**src/rtl/mem_stage_lsu.sv**
```systemverilog
// MEM pipeline stage with the MEM/WB register: issues loads/stores on a req/ack
// data bus, aligns load data and stalls the upstream pipe while an access is outstanding.
module mem_stage_lsu #(
   parameter int DATA_WIDTH          = 32,
   parameter int INST_WIDTH          = 32,
   parameter int REGISTER_ADDR_WIDTH = 5,
   parameter int ACK_TIMEOUT         = 255
) (
   input  logic                           cpu_clk,
   input  logic                           cpu_rst_n,
   input  logic [INST_WIDTH-1:0]          INST_MEM_i,
   input  logic                           reg_write_MEM_i,
   input  logic                           mem_write_MEM_i,
   input  logic [1:0]                     result_sel_MEM_i,
   input  logic [DATA_WIDTH-1:0]          alu_res_MEM_i,
   input  logic [REGISTER_ADDR_WIDTH-1:0] rd_MEM_i,
   input  logic [DATA_WIDTH-1:0]          write_data_MEM_i,
   input  logic [DATA_WIDTH-1:0]          PC_plus_4_MEM_i,
   output logic                           mem_stall_o,
   output logic                           dmem_req_o,
   output logic                           dmem_we_o,
   output logic [DATA_WIDTH-1:0]          dmem_addr_o,
   output logic [DATA_WIDTH-1:0]          dmem_wdata_o,
   output logic [3:0]                     dmem_wstrb_o,
   input  logic                           dmem_ack_i,
   input  logic [DATA_WIDTH-1:0]          dmem_rdata_i,
   output logic                           lsu_fault_o,
   output logic                           dmem_err_o,
   output logic [INST_WIDTH-1:0]          INST_MEM_WB_o,
   output logic                           reg_write_MEM_WB_o,
   output logic [REGISTER_ADDR_WIDTH-1:0] rd_MEM_WB_o,
   output logic [DATA_WIDTH-1:0]          wb_data_MEM_WB_o
);

   localparam int TIMER_W = (ACK_TIMEOUT < 1) ? 1 : $clog2(ACK_TIMEOUT + 1);
   localparam logic [TIMER_W-1:0] TIMEOUT_C = TIMER_W'(ACK_TIMEOUT);

   localparam logic [2:0] F3_B  = 3'b000;
   localparam logic [2:0] F3_H  = 3'b001;
   localparam logic [2:0] F3_W  = 3'b010;
   localparam logic [2:0] F3_BU = 3'b100;
   localparam logic [2:0] F3_HU = 3'b101;

   typedef enum logic [0:0] {
      ST_IDLE = 1'b0,
      ST_WAIT = 1'b1
   } state_t;

   // Unsigned sizes exist only for loads; anything else is illegal.
   function automatic logic f_funct3_ok(input logic [2:0] f3, input logic store);
      logic ok;
      case (f3)
         F3_B, F3_H, F3_W: ok = 1'b1;
         F3_BU, F3_HU:     ok = ~store;
         default:          ok = 1'b0;
      endcase
      return ok;
   endfunction

   function automatic logic f_misaligned(input logic [2:0] f3, input logic [1:0] off);
      logic mis;
      case (f3)
         F3_H, F3_HU: mis = off[0];
         F3_W:        mis = (off != 2'b00);
         default:     mis = 1'b0;
      endcase
      return mis;
   endfunction

   function automatic logic [3:0] f_store_strb(input logic [2:0] f3, input logic [1:0] off);
      logic [3:0] strb;
      case (f3)
         F3_B:    strb = 4'b0001 << off;
         F3_H:    strb = 4'b0011 << off;
         F3_W:    strb = 4'b1111;
         default: strb = 4'b0000;
      endcase
      return strb;
   endfunction

   function automatic logic [DATA_WIDTH-1:0] f_store_data(input logic [2:0] f3,
                                                          input logic [DATA_WIDTH-1:0] d);
      logic [DATA_WIDTH-1:0] w;
      case (f3)
         F3_B:    w = {4{d[7:0]}};
         F3_H:    w = {2{d[15:0]}};
         default: w = d;
      endcase
      return w;
   endfunction

   function automatic logic [DATA_WIDTH-1:0] f_load_data(input logic [2:0] f3,
                                                         input logic [DATA_WIDTH-1:0] rdata,
                                                         input logic [1:0] off);
      logic [DATA_WIDTH-1:0] sh;
      logic [DATA_WIDTH-1:0] v;
      sh = rdata >> {off, 3'b000};
      case (f3)
         F3_B:    v = {{24{sh[7]}}, sh[7:0]};
         F3_H:    v = {{16{sh[15]}}, sh[15:0]};
         F3_W:    v = sh;
         F3_BU:   v = {24'h000000, sh[7:0]};
         F3_HU:   v = {16'h0000, sh[15:0]};
         default: v = {DATA_WIDTH{1'b0}};
      endcase
      return v;
   endfunction

   state_t                         state_r, state_n_s;
   logic [TIMER_W-1:0]             timer_r, timer_n_s;
   logic                           req_r, req_n_s;
   logic                           we_r, we_n_s;
   logic [DATA_WIDTH-1:0]          addr_r, addr_n_s;
   logic [DATA_WIDTH-1:0]          wdata_r, wdata_n_s;
   logic [3:0]                     wstrb_r, wstrb_n_s;
   logic                           fault_r, fault_n_s;
   logic                           err_r, err_n_s;
   logic [2:0]                     f3_hold_r, f3_hold_n_s;
   logic [1:0]                     off_hold_r, off_hold_n_s;
   logic                           store_hold_r, store_hold_n_s;
   logic [INST_WIDTH-1:0]          inst_hold_r, inst_hold_n_s;
   logic [REGISTER_ADDR_WIDTH-1:0] rd_hold_r, rd_hold_n_s;
   logic                           rw_hold_r, rw_hold_n_s;
   logic [INST_WIDTH-1:0]          inst_wb_r, inst_wb_n_s;
   logic                           rw_wb_r, rw_wb_n_s;
   logic [REGISTER_ADDR_WIDTH-1:0] rd_wb_r, rd_wb_n_s;
   logic [DATA_WIDTH-1:0]          wbd_wb_r, wbd_wb_n_s;

   logic       mem_op_s;
   logic       bad_s;
   logic       ack_s;
   logic       timeout_s;
   logic       stall_s;
   logic [2:0] funct3_s;
   logic [1:0] off_s;

   // Next-state, bus issue and MEM/WB capture decisions.
   always_comb begin
      funct3_s       = INST_MEM_i[14:12];
      off_s          = alu_res_MEM_i[1:0];
      mem_op_s       = mem_write_MEM_i | (result_sel_MEM_i == 2'b01);
      bad_s          = mem_op_s & (~f_funct3_ok(funct3_s, mem_write_MEM_i) |
                                   f_misaligned(funct3_s, off_s));
      ack_s          = (state_r == ST_WAIT) & dmem_ack_i;
      timeout_s      = (state_r == ST_WAIT) & ~dmem_ack_i & (timer_r == TIMEOUT_C);
      stall_s        = 1'b0;
      state_n_s      = state_r;
      timer_n_s      = timer_r;
      req_n_s        = req_r;
      we_n_s         = we_r;
      addr_n_s       = addr_r;
      wdata_n_s      = wdata_r;
      wstrb_n_s      = wstrb_r;
      fault_n_s      = 1'b0;
      err_n_s        = 1'b0;
      f3_hold_n_s    = f3_hold_r;
      off_hold_n_s   = off_hold_r;
      store_hold_n_s = store_hold_r;
      inst_hold_n_s  = inst_hold_r;
      rd_hold_n_s    = rd_hold_r;
      rw_hold_n_s    = rw_hold_r;
      inst_wb_n_s    = {INST_WIDTH{1'b0}};
      rw_wb_n_s      = 1'b0;
      rd_wb_n_s      = {REGISTER_ADDR_WIDTH{1'b0}};
      wbd_wb_n_s     = {DATA_WIDTH{1'b0}};

      case (state_r)
         ST_IDLE: begin
            if (!mem_op_s) begin
               inst_wb_n_s = INST_MEM_i;
               rw_wb_n_s   = reg_write_MEM_i;
               rd_wb_n_s   = rd_MEM_i;
               wbd_wb_n_s  = (result_sel_MEM_i == 2'b10) ? PC_plus_4_MEM_i : alu_res_MEM_i;
            end else if (bad_s) begin
               fault_n_s = 1'b1;
            end else begin
               stall_s        = 1'b1;
               state_n_s      = ST_WAIT;
               timer_n_s      = {TIMER_W{1'b0}};
               req_n_s        = 1'b1;
               we_n_s         = mem_write_MEM_i;
               addr_n_s       = {alu_res_MEM_i[DATA_WIDTH-1:2], 2'b00};
               f3_hold_n_s    = funct3_s;
               off_hold_n_s   = off_s;
               store_hold_n_s = mem_write_MEM_i;
               inst_hold_n_s  = INST_MEM_i;
               rd_hold_n_s    = rd_MEM_i;
               rw_hold_n_s    = reg_write_MEM_i;
               if (mem_write_MEM_i) begin
                  wdata_n_s = f_store_data(funct3_s, write_data_MEM_i);
                  wstrb_n_s = f_store_strb(funct3_s, off_s);
               end else begin
                  wdata_n_s = {DATA_WIDTH{1'b0}};
                  wstrb_n_s = 4'b0000;
               end
            end
         end
         ST_WAIT: begin
            if (ack_s) begin
               state_n_s   = ST_IDLE;
               timer_n_s   = {TIMER_W{1'b0}};
               req_n_s     = 1'b0;
               we_n_s      = 1'b0;
               wstrb_n_s   = 4'b0000;
               inst_wb_n_s = inst_hold_r;
               rd_wb_n_s   = rd_hold_r;
               if (store_hold_r) begin
                  rw_wb_n_s = 1'b0;
               end else begin
                  rw_wb_n_s  = rw_hold_r;
                  wbd_wb_n_s = f_load_data(f3_hold_r, dmem_rdata_i, off_hold_r);
               end
            end else if (timeout_s) begin
               state_n_s = ST_IDLE;
               timer_n_s = {TIMER_W{1'b0}};
               req_n_s   = 1'b0;
               we_n_s    = 1'b0;
               wstrb_n_s = 4'b0000;
               err_n_s   = 1'b1;
            end else begin
               stall_s   = 1'b1;
               timer_n_s = timer_r + TIMER_W'(1);
            end
         end
         default: begin
            state_n_s = ST_IDLE;
            timer_n_s = {TIMER_W{1'b0}};
            req_n_s   = 1'b0;
            we_n_s    = 1'b0;
            wstrb_n_s = 4'b0000;
         end
      endcase
   end

   // State, bus and MEM/WB registers.
   always_ff @(posedge cpu_clk or negedge cpu_rst_n) begin
      if (!cpu_rst_n) begin
         state_r      <= ST_IDLE;
         timer_r      <= {TIMER_W{1'b0}};
         req_r        <= 1'b0;
         we_r         <= 1'b0;
         addr_r       <= {DATA_WIDTH{1'b0}};
         wdata_r      <= {DATA_WIDTH{1'b0}};
         wstrb_r      <= 4'b0000;
         fault_r      <= 1'b0;
         err_r        <= 1'b0;
         f3_hold_r    <= 3'b000;
         off_hold_r   <= 2'b00;
         store_hold_r <= 1'b0;
         inst_hold_r  <= {INST_WIDTH{1'b0}};
         rd_hold_r    <= {REGISTER_ADDR_WIDTH{1'b0}};
         rw_hold_r    <= 1'b0;
         inst_wb_r    <= {INST_WIDTH{1'b0}};
         rw_wb_r      <= 1'b0;
         rd_wb_r      <= {REGISTER_ADDR_WIDTH{1'b0}};
         wbd_wb_r     <= {DATA_WIDTH{1'b0}};
      end else begin
         state_r      <= state_n_s;
         timer_r      <= timer_n_s;
         req_r        <= req_n_s;
         we_r         <= we_n_s;
         addr_r       <= addr_n_s;
         wdata_r      <= wdata_n_s;
         wstrb_r      <= wstrb_n_s;
         fault_r      <= fault_n_s;
         err_r        <= err_n_s;
         f3_hold_r    <= f3_hold_n_s;
         off_hold_r   <= off_hold_n_s;
         store_hold_r <= store_hold_n_s;
         inst_hold_r  <= inst_hold_n_s;
         rd_hold_r    <= rd_hold_n_s;
         rw_hold_r    <= rw_hold_n_s;
         inst_wb_r    <= inst_wb_n_s;
         rw_wb_r      <= rw_wb_n_s;
         rd_wb_r      <= rd_wb_n_s;
         wbd_wb_r     <= wbd_wb_n_s;
      end
   end

   assign mem_stall_o        = stall_s;
   assign dmem_req_o         = req_r;
   assign dmem_we_o          = we_r;
   assign dmem_addr_o        = addr_r;
   assign dmem_wdata_o       = wdata_r;
   assign dmem_wstrb_o       = wstrb_r;
   assign lsu_fault_o        = fault_r;
   assign dmem_err_o         = err_r;
   assign INST_MEM_WB_o      = inst_wb_r;
   assign reg_write_MEM_WB_o = rw_wb_r;
   assign rd_MEM_WB_o        = rd_wb_r;
   assign wb_data_MEM_WB_o   = wbd_wb_r;

endmodule

```
**config.mk**
```make
export PLATFORM = sky130hd
export DESIGN_NAME = mem_stage_lsu
export DESIGN_NICKNAME = d
export VERILOG_FILES = /design/src/rtl/mem_stage_lsu.sv
export SDC_FILE = /design/constraint.sdc
export NUM_CORES = 1
export LEC_CHECK = 0
export ABC_AREA = 1
export ABC_CLOCK_PERIOD_IN_PS = 5150
export CAP_MARGIN = 20
export CORE_MARGIN = 5
export CORE_UTILIZATION = 49
export CTS_CLUSTER_DIAMETER = 100
export DETAILED_ROUTE_END_ITERATION = 16
export HOLD_SLACK_MARGIN = 0.12
export PLACE_DENSITY = 0.86
export SKIP_LAST_GASP = 1
export SLEW_MARGIN = 20
export SYNTH_ARGS = -nofsm -noshare
export SYNTH_HDL_FRONTEND = slang
export SYNTH_SLANG_ARGS = --single-unit
```
**constraint.sdc**
```tcl
create_clock -name cpu_clk -period 5.15 [get_ports cpu_clk]
set_clock_uncertainty 0.15 [all_clocks]
set_input_delay 0.7725 -clock cpu_clk [delete_from_list [all_inputs] [get_ports cpu_clk]]
set_output_delay 0.7725 -clock cpu_clk [all_outputs]
set_load 0.005 [all_outputs]
```
### Word-level counts from Yosys, hierarchy flattened

Cells that the tools add are included.

* flip-flop bits (word level): 193
* word-level logic and storage cells: 108

* $add $sub $neg: 1
* equal/unequal tests: 14
* shift-type cells: 3
* muxes and demuxes: 51
* bitwise operators: 11
* reduce and logical (&&, ||, !) cells: 9

Operator list (number)
* two-way mux 32 bit: 7
* one-hot mux 32 bit (2 select lines): 3
* one-hot mux 32 bit (5 select lines): 1
* two-way mux 8 bit: 4
* >> shifter 32 x 5 -> 32 bit: 1
* two-way mux 4 bit: 5
* two-way mux 1 bit: 19
* one-hot mux 8 bit (2 select lines): 1
* == test 3 bit, second input constant: 4
* one-hot mux 1 bit (2 select lines): 6
* one-hot mux 4 bit (3 select lines): 1
* two-way mux 5 bit: 2
* one-hot mux 5 bit (2 select lines): 1
* adder 8 x 1 -> 8 bit, second input constant: 1
* == test 8 bit, second input constant: 1
* one-hot mux 4 bit (2 select lines): 1
* == test 3 x 1 -> 1 bit, second input constant: 2
* == test 3 x 2 -> 1 bit, second input constant: 2
* logical NOT 3 bit: 2
* AND reduction 3 bit: 2
* NOT 1 bit: 5
* bitwise AND 1 bit: 4
* inequality test 2 bit, second input constant: 2
* OR reduction 2 bit: 2
* 9 further kinds: 10

### Logic depth before layout (Yosys ltp)

Gate-level depths: netlist of run 1.

* depth in word-level cells: 9
* depth in mapped cells: 10

### Worst setup path before layout of run 1

OpenSTA, ideal clock, no wires.

* kind: in2out
* start: input INST_MEM_i[14]
* end: output mem_stall_o
* data arrival time: 1.662 ns
* data required time: 4.228 ns
* slack: 2.566 ns
* cell stages on the path: 9
* cell sequence: inv_1 -> nand2_1 -> nand3_1 -> nand3_2 -> inv_4 -> nand2_4 -> buf_6 -> buf_4 -> nand2_1

* word-level cells in the longest chain between the ends: 9
* elaborated cells between the ends (all ways): 16

RTL lines
* from (decl): RTL line 11 `input logic [INST_WIDTH-1:0] INST_MEM_i,`
* == test 3 x 2 -> 1 bit, or another cell as far along: RTL line 52, 62
* OR reduction 3 bit or OR reduction 2 bit (tied branches): RTL line 52 `case (f3)`
* one-hot mux 1 bit (2 select lines): RTL line 52
* NOT 1 bit: RTL line 142 `bad_s = mem_op_s & (~f_funct3_ok(funct3_s, mem_write_MEM_i) |`
* bitwise OR 1 bit (*): RTL line 142
* bitwise AND 1 bit (*): RTL line 142
* two-way mux 1 bit (*): RTL line 174 `end else if (bad_s) begin`
* two-way mux 1 bit (*): RTL line 169 `if (!mem_op_s) begin`
* one-hot mux 1 bit (2 select lines) (*): RTL line 167 `case (state_r)`
* to (decl): RTL line 19 `output logic mem_stall_o,`

Every way passes the cells marked *; elsewhere a longest branch is shown, timed or not.

### Worst setup path in the final report of run 1

* start: input INST_MEM_i[12]
* end: output mem_stall_o

Same word-level chain as after synthesis.

==> flow_metrics.py, run 1 <==
metrics = {
    "logic_synthesis": {
        "ys.warnings.count": 0,
        "synth_top_area_share_pct": 53.2,
        "synth-edff-count": 0,
        "synth_top_family_by_area": "simple AND/OR/NAND/NOR gates",
        "synth_fa_ha_area_share_pct": 0.140,
        "synth_cell_types": 35,
        "ys.flop_type": "dfrtp_1",
        "synth_compound_area_share_pct": 17.3,
        "syn_avg_cell_area_sq_um": 8.56,
        "yosysSeqAreaShare_pct": 53.2,
        "synth-simple-area-share_pct": 19.8,
        "synthArstFlopShare_pct": 100,
        "synth-xor-area-share_pct": 0.0980,
        "synth_seq_cells": 190,
        "synth_area_sq_um": 8930,
        "synthTopCellsByArea": "dfrtp_1 53%, nand2_1 14%, o21ai_0 5.4%",
        "syn_inst": 1044,
        "synth.area.mux_share_pct": 0.896,
        "yosysTopAreaCell": "dfrtp_1",
    },
    "timing": {
        "post-route-period-util_pct": 83.8,
        "setup_tns_ps": 0,
        "tightest_slew_ps": 1100,
        "slew_violations": 0,
        "period_needed_ps": 4320,
        "relSlewSlack_pct": 26.7,
        "fmax_mhz": 232,
        "setup_viol_count_final": 0,
        "rsz0062_at_grt": "no",
        "hold_viol": 0,
    },
    "routing": {
        "drcViolationCount": 0,
        "detail-route-antenna-nets": 0,
        "routed_wl_um": 27000,
        "vias_per_cell": 5.24,
        "dr.first_iter.drc_count": 559,
        "vias": 8165,
        "routedWlPerCell_um": 17.3,
        "drt_first_pass_iters": 5,
    },
    "global_routing": {
        "grt_pass1_wl_um": 43200,
        "grt_usage_pct": 25.2,
        "grt_max_degree": 125,
        "grt_pass1_vias": 7976,
        "grt_overflow": 0,
        "antenna_found_initial": 0,
    },
    "power_and_ir_drop": {
        "switching_share_pct": 31.4,
        "switchingPower_mw": 1.52,
        "pwr-share-seq_pct": 42.1,
        "clkPwrFrac_pct": 26.8,
        "power.internal_mw": 3.31,
        "power_density_nw_per_um2": 384,
        "peakVddDrop_v": 0.000239,
        "p_comb_share_pct": 31.1,
        "leakage_nw": 6.01,
    },
    "floorplan": {
        "rows": 49,
        "die_h_um": 145,
        "die_area_sq_um": 21000,
        "die_w_um": 145,
        "num_io_pins": 315,
        "floorplan.initialDensity_pct": 49.7,
        "core_area_sq_um": 18000,
    },
    "placed_design": {
        "io_buffers": 312,
        "place_congestion": 0.899,
        "dpl.cell_count": 1528,
        "dpl.hpwl_um": 19800,
    },
    "clocking": {
        "tritoncts": "built",
        "hold_buffers": 0,
        "clockBufferDepth": 2,
        "cts-root-buf": "clkbuf_16",
        "clk_pin_slew_ps": 70,
        "clk_latency_ps": 430,
        "cts.sinks": 190,
        "cts_buffers": 17,
        "post_cts_buffers": 0,
        "cts_resized": 0,
        "cts_max_level": 4,
    },
    "status": {
        "outcome": "completed",
    },
    "setup_path": {
        "critPathLaunchType": "primary input",
        "ff2ff_setup_slack_ps": 2260,
        "cp_data_arrival_time_ps": 3400,
        "crit_path_end_kind": "output pin",
        "reg2reg_depth": 8,
        "r2r-start": "off_hold_r[0]",
        "cp_max_fo": 81,
        "cp.required_ps": 4230,
        "path_class": "in2out",
        "r2r_end": "wb_data_MEM_WB_o[23]",
    },
    "cells_and_area": {
        "drive_gt1_share_pct": 7.59,
        "utilization_pct": 70.0,
        "antenna_cells": 0,
        "syn_to_final_growth_pct": 40.8,
        "fill_cells": 1409,
        "finalNonFillerCells": 1559,
        "fin_nets": 1491,
    },
    "run": {
        "cap_violations": 0,
    },
    "hold_path": {
        "hold_class": "in2async",
    },
}
==> cells by family (layout without fill, tap and decap cells) <==
family,Yosys count,in the layout
DFF,190,190
xor gates and xnor gates,1,1
buffers and inverters,160,445
adders and majority gates,1,1
other,1,2
AOI/OAI and AO/OA,250,250
muxes,8,8
and+or+nand+nor,433,433
==> layer usage <==
layer	wire length, um	vias to the layer above	track usage (%)	share of wire, %
met5	0	-	0	0
met4	875	0	10.1	3.2
met3	2610	57	7.92	9.7
met2	12900	344	40.1	48
met1	10600	3828	32.2	39
li1	-	3936	-	-
==> cells in the final DEF (no fill, tap or decap), types with 3 or more instances in the layout <==
cell type	instances
o21ai_0	97
inv_6	3
clkinv_4	3
o21ai_2	50
o211ai_1	32
dfrtp_1	190
a21oi_1	19
a21o_1	8
buf_4	5
clkdlybuf4s50_1	311
mux2i_1	8
inv_2	4
nor2_1	27
o21ai_1	41
nand2_1	331
clkbuf_16	17
inv_1	91
o22ai_1	3
clkbuf_8	3
nand4_1	7
nand3_1	55
==> per-stage QoR <==
stage | total power [mW] | hold WS, ps | cell area, sq um | setup slack (ps)
floorplan | 2.76 | 293 | 8940 | 2570
global placement | 3.51 | 305 | 12000 | 939
detailed placement | 3.56 | 313 | 12000 | 829
CTS | 4.87 | 332 | 12600 | 818
global route | 5.12 | 351 | 12600 | 593
finish | 4.83 | 293 | 12600 | 832
==> how the worst max path moves through the flow <==
| stage | start | to | slack (ps) |
|---|---|---|---|
| 4_1_cts | INST_MEM_i[12] | mem_stall_o | 820 |
| 5_1_grt | INST_MEM_i[12] | mem_stall_o | 590 |
| 2_1_floorplan | INST_MEM_i[14] | mem_stall_o | 2570 |
| 3_5_place_dp | INST_MEM_i[12] | mem_stall_o | 830 |
| 6_report | INST_MEM_i[12] | mem_stall_o | 830 |
| 3_3_place_gp | INST_MEM_i[12] | mem_stall_o | 940 |
==> state kept, by name, summed over array words and instances, names as in the netlist <==
signal              cells
f3_hold_r               2
wb_data_MEM_WB_o       32
dmem_addr_o            30
INST_MEM_WB_o          32
rd_hold_r               5
off_hold_r              2
store_hold_r            1
timer_r                 8
inst_hold_r            30
reg_write_MEM_WB_o      1
dmem_err_o              1
state_r                 1
rd_MEM_WB_o             5
dmem_wdata_o           32
lsu_fault_o             1
rw_hold_r               1
dmem_wstrb_o            4
dmem_req_o              1
dmem_we_o               1
==> cell usage after synthesis, types with 10 or more instances <==
library cell / n
nand2_1: 332
dfrtp_1: 190
o21ai_0: 97
inv_1: 91
nand3_1: 55
o21ai_2: 50
o21ai_1: 41
o211ai_1: 32
nor2_1: 28
a21oi_1: 19
clkbuf_1: 19
buf_2: 16
buf_6: 14
buf_4: 10
==> area by class of cell <==
| class | instances | area, sq um | share of cell area [%] |
|---|---|---|---|
| inverters | 97 | 367 | 2.91 |
| flip-flops and latches | 190 | 4750 | 37.8 |
| clock buffers | 21 | 470 | 3.74 |
| clock inverters | 10 | 104 | 0.825 |
| repair buffers | 317 | 3170 | 25.2 |
| well taps | 229 | 287 | 2.28 |
| multi-input cells | 695 | 3440 | 27.3 |
==> power groups by stage <==
stage	clock network, mW	logic (mW)	registers (mW)
floorplan	0	0.741	2.01
global placement	0	1.46	2.04
detailed placement	0	1.51	2.05
CTS	1.32	1.52	2.03
global route	1.38	1.66	2.07
finish	1.29	1.50	2.03
==> critical path, stage by stage <==
cell             delay [ps]
clkdlybuf4s50_1         660
inv_1                   420
nand2_1                  90
nand3_1                 110
nand3_2                 120
inv_4                   150
nand2_8                 320
nand2_1                 210
clkdlybuf4s50_1         520
Note: power is estimated with default switching activity, not from simulation.
==> run 2, diff against run 1 <==
--- a/config.mk
+++ b/config.mk
@@ -6,14 +6,14 @@
 export NUM_CORES = 1
 export LEC_CHECK = 0
 export ABC_AREA = 1
-export ABC_CLOCK_PERIOD_IN_PS = 5150
+export ABC_CLOCK_PERIOD_IN_PS = 4400
 export CAP_MARGIN = 20
 export CORE_MARGIN = 5
-export CORE_UTILIZATION = 49
+export CORE_UTILIZATION = 46
 export CTS_CLUSTER_DIAMETER = 100
 export DETAILED_ROUTE_END_ITERATION = 16
 export HOLD_SLACK_MARGIN = 0.12
-export PLACE_DENSITY = 0.86
+export PLACE_DENSITY = 0.82
 export SKIP_LAST_GASP = 1
 export SLEW_MARGIN = 20
 export SYNTH_ARGS = -nofsm -noshare
==> constraint.sdc (replaced) <==
create_clock -name cpu_clk -period 4.4 [get_ports cpu_clk]
set_clock_uncertainty 0.15 [all_clocks]
set_input_delay 0.66 -clock cpu_clk [delete_from_list [all_inputs] [get_ports cpu_clk]]
set_output_delay 0.66 -clock cpu_clk [all_outputs]
set_load 0.005 [all_outputs]
==> run 2 against run 1 <==
  * Non-clock buffer count grew 5
  * Clock power up 26%
  * Largest power group unchanged
  * Via count shrank 1.0%
  * Sequential cell count unchanged
  * Critical endpoint unchanged
  * Combinational power rose by 18%
  * Critical path depth down 1
  * Global-route usage is 1.8 points lower
  * Total power rose by 19%
  * Core utilization decreased by 3.9 points
  * Worst setup slack better by 0.97 ps
==> flow_metrics.py, run 2 (synthesized netlist as in run 1, its figures left out) <==
metrics = {
    "status": {
        "outcome": "completed",
    },
    "clocking": {
        "clk_pin_slew_ps": 70,
        "hold_buffers": 0,
        "cts_resized": 0,
        "post_cts_buffers": 0,
        "cts-root-buf": "clkbuf_16",
        "cts_max_level": 4,
        "clockBufferDepth": 2,
        "clk_latency_ps": 420,
        "cts_buffers": 17,
        "cts.sinks": 190,
        "tritoncts": "built",
    },
    "cells_and_area": {
        "seq_area_sq_um": 4750,
        "final_common_cell": "nand2_1",
        "antenna_cells": 0,
        "syn_to_final_growth_pct": 42.7,
        "drive_gt1_share_pct": 8.01,
        "fill_cells": 1596,
        "multiInputGateArea_sq_um": 3440,
        "utilization_pct": 66.1,
        "final_cell_mix": "331 x nand2_1, 311 x clkdlybuf4s50_1, 190 x dfrtp_1, 97 x o21ai_0, 91 x inv_1",
        "fin_nets": 1496,
    },
    "floorplan": {
        "core_area_sq_um": 19300,
        "floorplan.initialDensity_pct": 46.4,
        "die_h_um": 149,
        "num_io_pins": 315,
        "rows": 51,
        "die_area_sq_um": 22300,
        "die_w_um": 149,
    },
    "global_routing": {
        "grt_usage_pct": 23.4,
        "grt_max_degree": 175,
        "grt_pass1_wl_um": 41000,
        "grt_overflow": 0,
        "grt_pass1_vias": 7643,
        "antenna_found_initial": 0,
    },
    "power_and_ir_drop": {
        "peakVddDrop_v": 0.000291,
        "switching_share_pct": 30.9,
        "p_comb_share_pct": 30.8,
        "switchingPower_mw": 1.77,
        "pwr-share-seq_pct": 41.1,
        "leakage_nw": 6.06,
        "power.internal_mw": 3.98,
        "power_density_nw_per_um2": 451,
        "clkPwrFrac_pct": 28.1,
    },
    "setup_path": {
        "cp_max_fo": 13,
        "critPathLaunchType": "primary input",
        "crit_path_end_kind": "output pin",
        "cp_data_arrival_time_ps": 2760,
        "r2r-start": "off_hold_r[0]",
        "reg2reg_depth": 8,
        "path_class": "in2out",
        "cp.required_ps": 3590,
        "r2r_end": "wb_data_MEM_WB_o[31]",
        "ff2ff_setup_slack_ps": 1550,
    },
    "routing": {
        "dr_wl_met3_um": 2330,
        "vias_per_cell": 5.05,
        "dr.first_iter.drc_count": 571,
        "routed.top_layer": "met4",
        "vias": 8082,
        "wl_met1_um": 10700,
        "wl_met2_um": 13000,
        "drt_first_pass_iters": 7,
        "routedWlPerCell_um": 16.6,
        "detail-route-antenna-nets": 0,
        "drcViolationCount": 0,
        "routed_wl_um": 26500,
    },
    "timing": {
        "slew_violations": 0,
        "setup_tns_ps": 0,
        "tightest_slew_ps": 1030,
        "hold_viol": 0,
        "rsz0062_at_grt": "no",
        "fmax_mhz": 280,
        "relSlewSlack_pct": 31.3,
        "period_needed_ps": 3570,
        "post-route-period-util_pct": 81.1,
        "setup_viol_count_final": 0,
    },
    "placed_design": {
        "dpl.hpwl_um": 19100,
        "place_congestion": 0.879,
        "io_buffers": 312,
    },
    "run": {
        "cap_violations": 0,
    },
    "hold_path": {
        "hold_class": "in2async",
    },
}
==> run 2: cell types whose count changed in the layout (fill, tap and decap cells not counted), moves of 2 or more <==
cell,before,now
buf_12,0,2
buf_4,5,7
bufinv_16,1,3
clkinv_4,3,1
==> run 2: worst max-delay path, cell delays in order <==
cell and delay (ps):
clkdlybuf4s50_1 800, nor2_1 170, nand3_1 140, nand3_2 130, inv_4 160, nand2_8 60
nand2_1 90, clkdlybuf4s50_1 530
==> run 2: metal layers <==
layer  vias to the layer above  GRT usage (%)
met5                         -              0
met4                         0           6.86
met3                        34           6.26
met2                       329           38.1
met1                      3764           30.9
li1                       3955              -
==> run 2: stage by stage <==
stage	total power, mW	cells	cell area, sq um	hold slack, ps	setup WS [ps]
after CTS	5.80	1599	12700	209	832
after floorplan	3.23	1045	8940	214	2040
final	5.75	1600	12700	134	833
after global placement	4.11	1568	12100	303	949
after detailed placement	4.16	1568	12100	310	833
after global routing	6.08	1600	12700	226	702
==> run 2: power groups by stage <==
stage,Combinational (mW),Sequential [mW],Clock (mW)
final,1.77,2.36,1.62
after global routing,1.95,2.41,1.72
after CTS,1.78,2.36,1.65
after detailed placement,1.77,2.39,0
after global placement,1.73,2.37,0
after floorplan,0.867,2.36,0
==> run 2: area by class of cell <==
type	count	area share, %
clock buffer	18	3.45
tap	265	2.60
inverter	97	2.88
clock inverter	13	1.36
sequential	190	37.3
timing repair buffer	322	25.5
multi-input combinational	695	27.0
==> run 2: worst max path at each step <==
stage	end	depth (start not counted)	slack, ps	start
2_1_floorplan	mem_stall_o	9	2040	INST_MEM_i[14]
3_3_place_gp	mem_stall_o	8	950	INST_MEM_i[12]
3_5_place_dp	mem_stall_o	8	830	INST_MEM_i[12]
4_1_cts	mem_stall_o	8	830	INST_MEM_i[12]
5_1_grt	mem_stall_o	8	700	INST_MEM_i[12]
6_report	mem_stall_o	8	830	INST_MEM_i[12]
